<file path="config.mk">
export PLATFORM = sky130hd
export DESIGN_NAME = i2s_rx_core
export DESIGN_NICKNAME = d
export VERILOG_FILES = /design/src/rtl/i2s_rx_core.sv
export SDC_FILE = /design/constraint.sdc
export NUM_CORES = 1
export LEC_CHECK = 0
export CAP_MARGIN = 5
export CORE_ASPECT_RATIO = 0.5
export CORE_MARGIN = 2
export CORE_UTILIZATION = 50
export DETAILED_ROUTE_END_ITERATION = 10
export DONT_BUFFER_PORTS = 1
export SLEW_MARGIN = 20
export SYNTH_ARGS = -nofsm -noshare
export SYNTH_HDL_FRONTEND = slang
export SYNTH_SLANG_ARGS = --single-unit
</file>
<file path="constraint.sdc">
create_clock -name sck -period 2.8 [get_ports sck]
set_input_delay 0.42 -clock sck [delete_from_list [all_inputs] [get_ports sck]]
set_output_delay 0.42 -clock sck [all_outputs]
set_load 0.03 [all_outputs]
</file>
<file path="src/rtl/i2s_rx_core.sv">
// I2S receiver: deserializes MSB-first words per WS half-period into
// stereo frames and presents them on a valid/ready interface.
//
// Ports:
//   sck         bit clock, all logic on rising edge
//   reset_n     asynchronous active-low reset
//   ws          word select (0 = left, 1 = right)
//   sd          serial data, MSB first, one-bit delay after WS change
//   frame_ready consumer accepts the held frame
//   overrun_clr single-cycle pulse clearing overrun
//   left_data   left sample of held frame
//   right_data  right sample of held frame
//   frame_valid held frame available
//   overrun     sticky: a completed frame was dropped
//   synced      receiver aligned to a frame boundary
module i2s_rx_core #(
  parameter int DATA_W = 8
) (
  input  logic              sck,
  input  logic              reset_n,
  input  logic              ws,
  input  logic              sd,
  input  logic              frame_ready,
  input  logic              overrun_clr,
  output logic [DATA_W-1:0] left_data,
  output logic [DATA_W-1:0] right_data,
  output logic              frame_valid,
  output logic              overrun,
  output logic              synced
);

  localparam int CW = $clog2(DATA_W + 1);
  localparam logic [CW-1:0] CNT_MAX = CW'(DATA_W);

  typedef enum logic [1:0] {
    UNSYNC = 2'd0,
    LEFT   = 2'd1,
    RIGHT  = 2'd2
  } state_e;

  state_e            state_q;
  logic              ws_q;
  logic [CW-1:0]     cnt_q;
  logic [DATA_W-1:0] word_q;
  logic [DATA_W-1:0] word_d;
  logic [DATA_W-1:0] hold_q;
  logic [DATA_W-1:0] left_q;
  logic [DATA_W-1:0] right_q;
  logic              valid_q;
  logic              ovr_q;
  logic              sync_q;

  logic cnt_full;
  logic ws_edge;
  logic ws_fall;
  logic ws_rise;

  assign cnt_full = (cnt_q >= CNT_MAX);
  assign ws_edge  = ws ^ ws_q;
  assign ws_fall  = ws_q & ~ws;
  assign ws_rise  = ~ws_q & ws;

  // Word as it stands after this edge's bit lands; on a WS edge this
  // is the finalized outgoing word (its LSB slot arrives with the edge).
  always_comb begin
    word_d = word_q;
    for (int i = 0; i < DATA_W; i++) begin
      if (!cnt_full && cnt_q == CW'(DATA_W - 1 - i)) begin
        word_d[i] = sd;
      end
    end
  end

  always_ff @(posedge sck or negedge reset_n) begin
    if (!reset_n) begin
      state_q <= UNSYNC;
      ws_q    <= 1'b0;
      cnt_q   <= '0;
      word_q  <= '0;
      hold_q  <= '0;
      left_q  <= '0;
      right_q <= '0;
      valid_q <= 1'b0;
      ovr_q   <= 1'b0;
      sync_q  <= 1'b0;
    end else begin
      ws_q <= ws;

      if (ws_edge) begin
        word_q <= '0;
        cnt_q  <= '0;
      end else begin
        word_q <= word_d;
        if (!cnt_full) begin
          cnt_q <= cnt_q + CW'(1);
        end
      end

      if (overrun_clr) begin
        ovr_q <= 1'b0;
      end

      if (valid_q && frame_ready) begin
        valid_q <= 1'b0;
      end

      unique case (state_q)
        UNSYNC: begin
          if (ws_fall) begin
            state_q <= LEFT;
            sync_q  <= 1'b1;
          end
        end
        LEFT: begin
          if (ws_rise) begin
            state_q <= RIGHT;
            hold_q  <= word_d;
          end
        end
        RIGHT: begin
          if (ws_fall) begin
            state_q <= LEFT;
            // A frame taken on this same edge frees the slot.
            if (!valid_q || frame_ready) begin
              left_q  <= hold_q;
              right_q <= word_d;
              valid_q <= 1'b1;
            end else begin
              ovr_q <= 1'b1;
            end
          end
        end
        default: state_q <= UNSYNC;
      endcase
    end
  end

  assign left_data   = left_q;
  assign right_data  = right_q;
  assign frame_valid = valid_q;
  assign overrun     = ovr_q;
  assign synced      = sync_q;

endmodule

</file>
==> qor.yml, run 1 <==
drt_iter0_markers: 16
n_antenna_cell: 0
clkSinkCount: 42
finalPower_mw: 1.70
yosysUniqueCellTypes: 27
status: "finished, final reports clean"
cts_tree: "yes"
hold_viol: 0
num_io_pins: 25
dr_total_vias: 970
cp_top_family: "flip-flops"
maxSlewHeadroom: 0.598
syn_area_per_cell_um2: 12.6
path_clk_slew_ns: 0.09
synth_area_leaders: "dfrtp_1 58%, mux2i_1 9.3%, ha_1 4.1%"
crit_chain: "inv_1 > ha_1 > nor3b_1 > mux2i_1 > o21ai_0"
ant_nets: 0
cp.required_ns: 2.95
ys_seq_area_frac: 0.577
cellLeakagePower_nw: 0.955
cts_buffer_depth: 2
die_w_um: 89.4
cp_num_buf_inv: 1
fin_crit_sh: 0.576
wl_per_cell_um: 14.5
design.core.area_um2: 3450
max_freq_mhz: 621
ctsHoldBuffers: 2
cp_slowest_cell: "dfrtp_1"
peakVddDrop_uv: 429
synthCells: 145
cts_buffers: 5
worstSetupStartpointType: "flip-flop"
finalNetCount: 160
rsz0062_at_grt: "false"
grt-ovfl-total: 0
cts_resized: 0
drc: 0
viasPerCell: 4.85
fillerInstances: 305
layout-drive-gt1-share: 0.141
start_util: 0.528
die_h_um: 46.7
setup.worst_path.end_class: "flip-flop"
layout_commonest_cell: "dfrtp_1"
grt_pass1_wl_mm: 4.75
drv_slew: 0
synth_fp_nets: 157
setup_viol: 0
grt_use_total: 0.158
cp_data_arrival_time_ns: 1.76
syn_area_um2: 1820
antenna_found_initial: 0
path_depth: 5
r2r_cells: 5
cap_violations: 0
worst_clock_skew_ns: 0.00813
clk_latency_ns: 0.29
cts_root_buf: "clkbuf_8"
firstDrtPassIters: 4
worstMarginPinSlew_ns: 0.601
fin_crit_ns: 1.61
synth_top_area_share: 0.577
gp_congestion: 0.774
ys_ff_latch: 42
tns_ns: 0
yosysTopAreaCell: "dfrtp_1"
synth_warnings: 0
routed_wl_mm: 2.90
rows: 15
io_buffers: 0
area_growth_pct: 8.58
power_density_nw_per_um2: 859
crit_type: "flip-flop to flip-flop"
whs_path_depth: 0
grt_pass1_vias: 980
cts_setup_buffers: 0
dp_hpwl_mm: 1.90
grt_max_degree: 43
die_area_um2: 4170
final_cell_mix: "42 x dfrtp_1, 17 x mux2i_1, 14 x inv_1"
cts_htree_levels: 2
hold_class: "primary input to flip-flop"
critPathMaxStageDelay_ns: 0.46
worstPathMaxFanout: 5
[area by class of cell]
type,count,area (µm²),share of cell area
Clock buffer,5,68.8,0.0348
Inverter,14,52.6,0.0265
Clock inverter,3,40.0,0.0202
Tap cell,51,63.8,0.0322
Timing Repair Buffer,3,37.5,0.0190
Multi-Input combinational cell,82,666,0.336
Sequential cell,42,1050,0.531
[cells by family after synthesis]
kind of cell,after synthesis,share of synthesized area
flops,42,0.577
xor+xnor,1,0.00481
compound gates,15,0.0474
simple gates,35,0.125
buf+inv,21,0.0583
fa+ha+maj,6,0.0412
mux,25,0.147
[worst paths after layout]
kind | startpoint | endpoint | slack [ns]
setup / recovery | cnt_q[0] | hold_q[7] | 1.19
hold / removal | ws | ws_q | 0.15
setup reg to reg | cnt_q[0] | hold_q[7] | 1.19
hold reg to reg | hold_q[0] | hold_q[0] | 0.48
max in group asynchronous | reset_n | right_data[6] | 2.01
min in group asynchronous | reset_n | overrun | 0.58
[sequential cells by signal, indices dropped and copies added (netlist names), 2 cells and up]
name / cells
cnt_q: 4
hold_q: 8
left_data: 8
right_data: 8
state_q: 2
word_q: 8
[where the power goes]
group          leakage, nW  internal (mW)  switching [mW]
clock network       0.0579          0.263           0.208
registers            0.553          0.735           0.258
logic                0.344          0.121           0.115
total                0.955           1.12           0.581
[cell usage after synthesis, drive strengths merged]
library cell / count
a21boi: 2
and2: 1
buf: 4
clkbuf: 3
dfrtp: 42
ha: 6
inv: 14
mux2: 8
mux2i: 17
nand2: 9
nand2b: 4
nand3: 1
nand3b: 6
nor2b: 10
nor3b: 4
o21a: 1
o21ai: 10
o21bai: 1
o22ai: 1
xnor2: 1
[routing by layer]
metal	vias to the layer above	track usage	routed length [µm]
met5	-	0	0
met4	0	0.0358	14
met3	2	0.0681	230
met2	26	0.228	1110
met1	460	0.222	1550
li1	482	-	-
[metrics by stage]
stage / setup slack, ns / hold WS [ns] / cell area, µm² / instances / utilization
after global routing: 1.07 / 0.133 / 1980 / 200 / 0.573
after detailed placement: 1.10 / 0.125 / 1840 / 190 / 0.533
after global placement: 1.14 / 0.125 / 1840 / 190 / 0.533
after CTS: 1.18 / 0.142 / 1980 / 200 / 0.573
final: 1.19 / 0.148 / 1980 / 200 / 0.573
after floorplan: 1.25 / 0.124 / 1820 / 145 / -
(Power assumes the default switching activity.)
==> run 2, diff against run 1 <==
--- a/config.mk
+++ b/config.mk
@@ -11,6 +11,7 @@
 export CORE_UTILIZATION = 50
 export DETAILED_ROUTE_END_ITERATION = 10
 export DONT_BUFFER_PORTS = 1
+export PLACE_DENSITY = 0.68
 export SLEW_MARGIN = 20
 export SYNTH_ARGS = -nofsm -noshare
 export SYNTH_HDL_FRONTEND = slang
==> constraint.sdc (replaced) <==
create_clock -name sck -period 1.4 [get_ports sck]
set_input_delay 0.21 -clock sck [delete_from_list [all_inputs] [get_ports sck]]
set_output_delay 0.21 -clock sck [all_outputs]
set_load 0.03 [all_outputs]
==> run 2 against run 1 <==
The run now ends with negative setup slack left. Fmax increased by 9.3%. Core utilization rose by 11 points. Clock power up 100%. Sequential power grew 100%. Clock skew down 0.0044 ns. Design area up 20%. Sequential share of layout area shrank 8.5 points. Global-route usage is 3.9 points higher. Critical path type unchanged. Die area is the same. First-iteration DRC count rose to 4.1 times the previous value. Clock-buffer cell count up 1. Worst hold slack worse by 0.020 ns.
==> qor.yml, run 2 (synthesized netlist as in run 1, its figures left out) <==
io_buffers: 0  # unchanged
wl_per_cell_um: 16.5  # was 14.5 µm
clk_latency_ns: 0.29  # about the same
crit_chain: "inv_2 > ha_4 > nor3b_4 > mux2i_2 > mux2i_1"  # was inv_1 > ha_1 > nor3b_1 > mux2i_1 > o21ai_0
grt_max_degree: 43  # unchanged
die_area_um2: 4170  # unchanged
crit_type: "flip-flop to flip-flop"  # unchanged
setup_viol: 10  # was 0
cp.required_ns: 1.56  # was 2.95 ns
rsz0062_at_grt: "true"  # was false
grt_pass1_vias: 1162  # was 980
status: "finished with violations"  # was finished, final reports clean
viasPerCell: 5.12  # was 4.85
cts_tree: "yes"  # unchanged
area_growth_pct: 29.8  # was 8.58%
cellLeakagePower_nw: 1.06  # was 0.955 nW
grt-ovfl-total: 0  # unchanged
timing.rr.start: "cnt_q[0]"  # unchanged
cp_num_buf_inv: 1  # unchanged
design.core.area_um2: 3450  # unchanged
finalNetCount: 183  # was 160
n_antenna_cell: 0  # unchanged
reg2reg_slack_ns: -0.07  # was 1.19 ns
num_io_pins: 25  # unchanged
peakVddDrop_uv: 823  # was 429 µV
dr_total_vias: 1141  # was 970
grt_use_total: 0.197  # was 0.158
worstMarginPinSlew_ns: 0.344  # was 0.601 ns
max_freq_mhz: 678  # was 621 MHz
fin_hold_ws_ns: 0.128  # was 0.148 ns
firstDrtPassIters: 4  # unchanged
gp_congestion: 0.838  # was 0.774
cts_buffers: 5  # unchanged
hold_class: "primary input to flip-flop"  # unchanged
layout-drive-gt1-share: 0.366  # was 0.141
drc: 0  # unchanged
critPathMaxStageDelay_ns: 0.45  # was 0.46 ns
fillerInstances: 244  # was 305
fin_crit_sh: 1.05  # was 0.576
fin_crit_ns: 1.47  # was 1.61 ns
cts_htree_levels: 2  # unchanged
worstPathMaxFanout: 4  # was 5
failed_checks: "negative setup slack"
cts_buffer_depth: 2  # unchanged
drt_iter0_markers: 66  # was 16
die_w_um: 89.4  # unchanged
setup.worst_path.end_class: "flip-flop"  # unchanged
grt_pass1_wl_mm: 5.77  # was 4.75 mm
cap_violations: 0  # unchanged
clkSinkCount: 42  # unchanged
drv_slew: 0  # unchanged
path_clk_slew_ns: 0.08  # was 0.09 ns
power_density_nw_per_um2: 1580  # was 859 nW/µm²
antenna_found_initial: 0  # unchanged
setup_ws_ns: -0.0742  # was 1.19 ns
final_cell_mix: "38 x dfrtp_1, 14 x buf_4, 12 x inv_1"  # was 42 x dfrtp_1, 17 x mux2i_1, 14 x inv_1
cp_data_arrival_time_ns: 1.63  # was 1.76 ns
hold_viol: 0  # unchanged
cp_top_family: "multiplexers"  # was flip-flops
maxSlewHeadroom: 0.771  # was 0.598
start_util: 0.528  # unchanged
reg2reg_to: "right_data[5]"  # was hold_q[7]
dp_hpwl_mm: 2.12  # was 1.90 mm
layout_commonest_cell: "dfrtp_1"  # unchanged
r2r_cells: 5  # unchanged
worstSetupStartpointType: "flip-flop"  # unchanged
worstSetupEndpoint: "right_data[5]"  # was hold_q[7]
die_h_um: 46.7  # unchanged
path_depth: 5  # unchanged
routed_wl_mm: 3.67  # was 2.90 mm
placed_cell_area_um2: 1960  # was 1840 µm²
ant_nets: 0  # unchanged
worst_clock_skew_ns: 0.00371  # was 0.00813 ns
fin_area_um2: 2370  # was 1980 µm²
cts_root_buf: "clkbuf_8"  # unchanged
rows: 15  # unchanged
whs_path_depth: 2  # was 0
cp-startpoint: "cnt_q[0]"  # unchanged
cp_slowest_cell: "dfrtp_2"  # was dfrtp_1
run 2: worst register-to-register path: cells and delay by family, from the launching register on:
kind / cells / cell delay (ns)
adder cells (fa/ha/maj): 1 / 0.13
AND/OR/NAND/NOR: 1 / 0.20
flip-flops: 1 / 0.45
buffers and inverters: 1 / 0.11
multiplexers: 2 / 0.46
run 2: metrics by stage:
step / TNS, ns / std cells / power (mW) / setup WS [ns] / utilization
floorplan: 0 / 145 / 2.36 / 0.00672 / -
global placement: -0.361 / 202 / 2.52 / -0.110 / 0.567
detailed placement: -1.15 / 202 / 2.55 / -0.150 / 0.567
CTS: -0.189 / 221 / 3.65 / -0.0448 / 0.658
global route: -1.44 / 223 / 3.94 / -0.146 / 0.685
finish: -0.354 / 223 / 3.73 / -0.0742 / 0.685
run 2: routing by layer:
layer / share of wire / vias to the layer above / wire length (µm) / track usage
met5: 0 / - / 0 / 0
met4: 0.020 / 0 / 74 / 0.0806
met3: 0.060 / 7 / 221 / 0.0645
met2: 0.45 / 28 / 1660 / 0.308
met1: 0.47 / 579 / 1710 / 0.259
li1: - / 527 / - / -
run 2: timing repair:
item                       4_1_cts  5_1_grt
gates resized for setup         27       23
pin swaps                        1        8
hold buffers                     4        0
buffers inserted                 7        2
setup endpoints to repair       25       32
hold endpoints to repair        44        0
run 2: area by class of cell:
| type | instances | area (µm²) | share of cell area |
|---|---|---|---|
| flip-flops and latches | 42 | 1060 | 0.446 |
| multi-input cells | 82 | 826 | 0.349 |
| clock inverters | 2 | 37.5 | 0.0159 |
| inverters | 14 | 52.6 | 0.0222 |
| repair buffers | 26 | 258 | 0.109 |
| well taps | 51 | 63.8 | 0.0270 |
| clock buffers | 6 | 72.6 | 0.0307 |
run 2: worst min path at each step:
stage	start	endpoint	slack [ns]
floorplan	reset_n	cnt_q[0]	-0.09
global placement	reset_n	right_data[7]	-0.08
detailed placement	reset_n	right_data[4]	-0.08
CTS	frame_ready	frame_valid	0.12
global route	sd	word_q[0]	0.13
finish	sd	word_q[6]	0.13
run 2: power by group:
group          leakage, nW  total, mW  internal [mW]  switching, mW
clock               0.0514      0.953          0.532          0.420
combinational        0.463      0.769          0.435          0.334
sequential           0.547       2.01           1.47          0.533
total                 1.06       3.73           2.44           1.29
